`config.mk`:
```
export PLATFORM = sky130hd
export DESIGN_NAME = verificador_contador
export DESIGN_NICKNAME = d
export VERILOG_FILES = /design/src/rtl/verificador_contador.sv
export SDC_FILE = /design/constraint.sdc
export NUM_CORES = 1
export LEC_CHECK = 0
export ABC_AREA = 1
export CAP_MARGIN = 20
export CELL_PAD_IN_SITES_DETAIL_PLACEMENT = 0
export CELL_PAD_IN_SITES_GLOBAL_PLACEMENT = 1
export CORE_ASPECT_RATIO = 1.4
export CORE_UTILIZATION = 39
export CTS_CLUSTER_DIAMETER = 30
export DETAILED_ROUTE_END_ITERATION = 10
export PLACE_DENSITY_LB_ADDON = 0.1
export REMOVE_ABC_BUFFERS = 1
export SLEW_MARGIN = 20
export SYNTH_ARGS = -nofsm -noshare
export SYNTH_HDL_FRONTEND = slang
export SYNTH_SLANG_ARGS = --single-unit
```
`constraint.sdc`:
```
create_clock -name clock -period 1.8 [get_ports clock]
set_clock_uncertainty 0.05 [all_clocks]
set_input_delay 0.45 -clock clock [delete_from_list [all_inputs] [get_ports clock]]
set_output_delay 0.45 -clock clock [all_outputs]
set_load 0.005 [all_outputs]
```
`src/rtl/verificador_contador.sv`:
```
// -----------------------------------------------------------------------------
// verificador_contador
//   Receive-side integrity monitor for a mod-MODULO up-counter bus. It locks
//   onto the 0 -> 1 -> ... -> MODULO-1 -> 0 sequence after LOCK_COUNT
//   consecutive correct successors. It then flags deviations, counts them in a
//   saturating counter and pulses on every correct wrap.
//
// Ports
//   clock     in   system clock, rising edge
//   reset     in   synchronous active-high reset, highest priority
//   en        in   sample strobe; S is evaluated only when en=1
//   S         in   [WIDTH-1:0] counter value under check
//   locked    out  high while the sequence is being tracked
//   erro      out  one-cycle pulse on a mismatch while locked
//   wrap      out  one-cycle pulse on a correct MODULO-1 -> 0 step while locked
//   invalido  out  one-cycle pulse when a sampled S >= MODULO
//   expected  out  [WIDTH-1:0] next(prev) while locked, 0 otherwise
//   err_count out  [ERR_W-1:0] saturating count of erro pulses
//
// All outputs are registered, so a sample taken at edge N shows up after
// edge N.
// -----------------------------------------------------------------------------
module verificador_contador #(
  parameter int MODULO     = 5,
  parameter int WIDTH      = 3,
  parameter int LOCK_COUNT = 3,
  parameter int ERR_W      = 8
) (
  input  logic             clock,
  input  logic             reset,
  input  logic             en,
  input  logic [WIDTH-1:0] S,
  output logic             locked,
  output logic             erro,
  output logic             wrap,
  output logic             invalido,
  output logic [WIDTH-1:0] expected,
  output logic [ERR_W-1:0] err_count
);

  localparam int GW = $clog2(LOCK_COUNT + 1);

  localparam logic [WIDTH-1:0] MAXV    = WIDTH'(MODULO - 1);
  localparam logic [WIDTH:0]   MOD_EXT = (WIDTH + 1)'(MODULO);
  localparam logic [GW-1:0]    LC      = GW'(LOCK_COUNT);

  localparam logic [1:0] ST_HUNT   = 2'd0;
  localparam logic [1:0] ST_SYNC   = 2'd1;
  localparam logic [1:0] ST_LOCKED = 2'd2;

  // Successor in the counter sequence.
  function automatic logic [WIDTH-1:0] succ(input logic [WIDTH-1:0] x);
    return (x == MAXV) ? '0 : x + WIDTH'(1);
  endfunction

  // Error counter holds at all-ones instead of wrapping.
  function automatic logic [ERR_W-1:0] sat_inc(input logic [ERR_W-1:0] c);
    return (&c) ? c : c + ERR_W'(1);
  endfunction

  logic [1:0]       state_q, state_d;
  logic [WIDTH-1:0] prev_q, prev_d;
  logic [GW-1:0]    good_q, good_d;
  logic             locked_q, locked_d;
  logic             erro_q, erro_d;
  logic             wrap_q, wrap_d;
  logic             inval_q, inval_d;
  logic [WIDTH-1:0] expected_q, expected_d;
  logic [ERR_W-1:0] err_cnt_q, err_cnt_d;

  logic          s_valid;
  logic          s_match;
  logic [GW-1:0] good_inc;

  // The S < MODULO test is done one bit wider so MODULO == 2^WIDTH is legal.
  assign s_valid  = ({1'b0, S} < MOD_EXT);
  assign s_match  = (S == succ(prev_q));
  // good never reaches LOCK_COUNT while in SYNC, so this cannot overflow.
  assign good_inc = good_q + GW'(1);

  always_comb begin
    state_d    = state_q;
    prev_d     = prev_q;
    good_d     = good_q;
    locked_d   = locked_q;
    expected_d = expected_q;
    err_cnt_d  = err_cnt_q;
    erro_d     = 1'b0;
    wrap_d     = 1'b0;
    inval_d    = 1'b0;

    if (en) begin
      if (!s_valid) begin
        // Out-of-range values always force a full re-acquisition.
        inval_d    = 1'b1;
        state_d    = ST_HUNT;
        good_d     = '0;
        locked_d   = 1'b0;
        expected_d = '0;
        if (state_q == ST_LOCKED) begin
          erro_d    = 1'b1;
          err_cnt_d = sat_inc(err_cnt_q);
        end
      end else begin
        case (state_q)
          ST_HUNT: begin
            prev_d  = S;
            good_d  = '0;
            state_d = ST_SYNC;
          end
          ST_SYNC: begin
            prev_d = S;
            if (s_match) begin
              good_d = good_inc;
              if (good_inc == LC) begin
                state_d    = ST_LOCKED;
                locked_d   = 1'b1;
                expected_d = succ(S);
              end
            end else begin
              good_d = '0;
            end
          end
          ST_LOCKED: begin
            prev_d = S;
            if (s_match) begin
              expected_d = succ(S);
              wrap_d     = (prev_q == MAXV) && (S == '0);
            end else begin
              // The mismatching value becomes the new sync anchor.
              erro_d     = 1'b1;
              err_cnt_d  = sat_inc(err_cnt_q);
              locked_d   = 1'b0;
              good_d     = '0;
              state_d    = ST_SYNC;
              expected_d = '0;
            end
          end
          default: begin
            state_d    = ST_HUNT;
            good_d     = '0;
            locked_d   = 1'b0;
            expected_d = '0;
          end
        endcase
      end
    end
  end

  always_ff @(posedge clock) begin
    if (reset) begin
      state_q    <= ST_HUNT;
      prev_q     <= '0;
      good_q     <= '0;
      locked_q   <= 1'b0;
      erro_q     <= 1'b0;
      wrap_q     <= 1'b0;
      inval_q    <= 1'b0;
      expected_q <= '0;
      err_cnt_q  <= '0;
    end else begin
      state_q    <= state_d;
      prev_q     <= prev_d;
      good_q     <= good_d;
      locked_q   <= locked_d;
      erro_q     <= erro_d;
      wrap_q     <= wrap_d;
      inval_q    <= inval_d;
      expected_q <= expected_d;
      err_cnt_q  <= err_cnt_d;
    end
  end

  assign locked    = locked_q;
  assign erro      = erro_q;
  assign wrap      = wrap_q;
  assign invalido  = inval_q;
  assign expected  = expected_q;
  assign err_count = err_cnt_q;

endmodule

```
==> out/results.ini, run 1 <==
[worst_setup_path]
critPathLaunch = err_count[3]
cpMaxStageDelayCell = clkdlybuf4s50_1
worstPathMaxFanout = 5
startpoint_type = register
slowest_delay_ns = 0.54
critPathKind = register to output port
end_kind = output port
worstPathArrival_ns = 1.24
crit_family = buffers and inverters
rr_startpoint = state_q[0]
crit_required_ns = 1.30
r2r_end = expected[2]
path_buf_inv = 1
rrSetupSlack_ns = 0.10
path_depth = 1
reg2reg_depth = 10
path_cells = clkdlybuf4s50_1
crit_end = err_count[3]

[global_routing]
grt_pass1_vias = 1292
grt_pass1_wl_um = 5400
grt_max_degree = 14
grt_overflow = 0
antenna_found_initial = 0
grt_usage_pct = 18.8

[detailed_routing]
wl_met2_um = 1870
first_pass_iters = 4
routedWlPerCell_um = 12.9
route.antenna.remaining_nets = 0
routed_wl_um = 3510
m1WireLength_um = 1450
drc = 0
drt_iter0_drc = 27
wl_met3_um = 104
via_per_inst = 4.94
top_layer = met4
vias = 1345

[finish]
drive_above_1_share_pct = 30.9
antenna_cells = 0
finalInstanceArea_um2 = 1970
final_util_pct = 54.5
nets = 248
syn_to_final_growth_pct = 34.6

[sta]
worst_pin_slew_ns = 0.337
fin_crit_sh_pct = 96.9
setup_viol = 0
drv_slew = 0
timing.fmax_mhz = 574
slew_headroom_pct = 77.5
hold_viol = 0
period_minus_slack_ns = 1.74

[pwr]
switching_power_mw = 0.421
peakVddDrop_v = 0.000450
p_int_mw = 0.986
power_density_nw_per_um2 = 715
switching_share_pct = 29.9
power_frac_seq_pct = 38.1
p_clk_share_pct = 33.8
p_leak_nw = 0.850
pwr-share-comb_pct = 28.1

[clocking]
cts_buffers = 3
clock_sinks = 22
clockBufferDepth = 2
root_buffer = clkbuf_8
htreeDepth = 1
clk_latency_ns = 0.27
clkTransAtPathRegs_ns = 0.09
cts_tree = done

[placed_design]
post_dp_cell_area_um2 = 1790
place_congestion = 0.860
hpwlAfterDp_um = 2610
io_buffers = 20

[run]
cap_violations = 0

[logic_synthesis]
yosys_warnings = 0
syn_avg_cell_area_um2 = 7.58
synthCells = 193
syn_area_um2 = 1460
synth_seq_cells = 22
synth.distinct_cells = 29
netlist.area_leader.share_pct = 30.1
synthTopCellsByArea = dfxtp_1, ha_1, nand2_1
ys_seq_area_share_pct = 30.1
yosysTopAreaCell = dfxtp_1

[floorplan]
start_util_pct = 40.5
die_height_um = 74.5
die_area_um2 = 4000
rows = 26
core_um2 = 3610
die-width_um = 53.8
io_pins = 21

[status]
status = completed

[worst_hold_path]
hp-class = register to register

sequential cells by signal, summed over array words and instances, names as in the netlist:
register,flops
invalido,1
erro,1
err_count,8
good_q,2
prev_q,3
expected,3
locked,1
wrap,1
state_q,2
power by group through the flow:
| stage | sequential [mW] | combinational (mW) | clock (mW) |
|---|---|---|---|
| after floorplan | 0.544 | 0.218 | 0 |
| after global routing | 0.541 | 0.436 | 0.508 |
| after global placement | 0.544 | 0.348 | 0 |
| after CTS | 0.534 | 0.369 | 0.486 |
| final | 0.536 | 0.396 | 0.475 |
| after detailed placement | 0.545 | 0.350 | 0 |
cell usage after synthesis:
cell type,number
xnor2_1,2
nor2_1,24
a31oi_4,1
buf_4,1
nor3_2,1
a21oi_4,1
xor2_1,5
nand3b_4,1
nand3_1,11
clkbuf_4,1
nor4_1,1
nand4_1,1
nand2_4,4
nor2_2,1
a21oi_2,7
nand3_4,2
nand3_2,1
inv_2,5
inv_1,24
nor2_4,1
dfxtp_1,22
ha_1,11
nand2_1,30
o21ai_1,4
nand2_2,14
o21ai_0,5
a21oi_1,7
nor3_1,4
buf_2,1
cell type report:
type	instances	area, µm²
Inverter	29	111
Tap cell	42	52.6
Multi-Input combinational cell	140	971
Timing Repair Buffer	35	317
Fill cell	365	1640
Clock inverter	1	30.0
Sequential cell	22	445
Clock buffer	3	41.3
worst min-delay path by stage:
stage	start	end	slack, ns	depth (start not counted)
6_report	locked	locked	0.43	2
5_1_grt	locked	locked	0.46	2
4_1_cts	locked	locked	0.43	2
3_5_place_dp	locked	locked	0.41	2
3_3_place_gp	locked	locked	0.40	2
2_1_floorplan	prev_q[1]	prev_q[1]	0.40	2
routing by layer:
metal	GRT usage (%)	vias up
met5	0	-
met4	8.77	0
met3	2.45	7
met2	34.7	28
met1	20.2	631
li1	-	679
layout by cell type, fill, tap and decap left out, drive strengths merged:
cell type,instances
nor2,26
o21ai,9
nand3,15
inv,29
dlygate4sd2,1
nand2,48
xnor2,2
clkbuf,3
a21oi,15
xor2,5
bufinv,1
buf,15
a31oi,1
dfxtp,22
nand4,1
ha,11
clkdlybuf4s50,17
nor3,5
nand3b,1
dlymetal6s2s,2
nor4,1
through the flow:
| step | hold WS (ns) | instances | setup TNS (ns) | setup slack [ns] | total power, mW |
|---|---|---|---|---|---|
| final | 0.433 | 272 | 0 | 0.0564 | 1.41 |
| after global routing | 0.457 | 272 | -0.0143 | -0.0143 | 1.49 |
| after CTS | 0.432 | 270 | 0 | 0.00954 | 1.39 |
| after detailed placement | 0.412 | 264 | -5.78 | -0.331 | 0.895 |
| after global placement | 0.398 | 264 | -5.68 | -0.315 | 0.892 |
| after floorplan | 0.401 | 190 | 0 | 0.189 | 0.762 |
cell families after synthesis:
| logic type | Yosys count | share of synthesized area, % |
|---|---|---|
| and+or+nand+nor | 96 | 35.2 |
| buffers and inverters | 32 | 8.81 |
| AOI/OAI and AO/OA | 25 | 12.2 |
| DFF | 22 | 30.1 |
| adders and majority gates | 11 | 9.41 |
| xor gates and xnor gates | 7 | 4.19 |
what timing repair did:
action | 4_1_cts | 5_1_grt
setup buffers | 1 | 2
setup endpoints to repair | 14 | 22
gates cloned | 1 | 0
gates resized for setup | 4 | 18
pin swaps | 3 | 5
hold buffers | 0 | 0
(Power assumes the default switching activity.)
==> inputs of run 2 (changes only) <==
--- a/config.mk
+++ b/config.mk
@@ -19,3 +19,4 @@
 export SYNTH_ARGS = -nofsm -noshare
 export SYNTH_HDL_FRONTEND = slang
 export SYNTH_SLANG_ARGS = --single-unit
+export TNS_END_PERCENT = 5
==> results of run 2 <==
Final layout, timing and power as in run 1 (identical DEF).
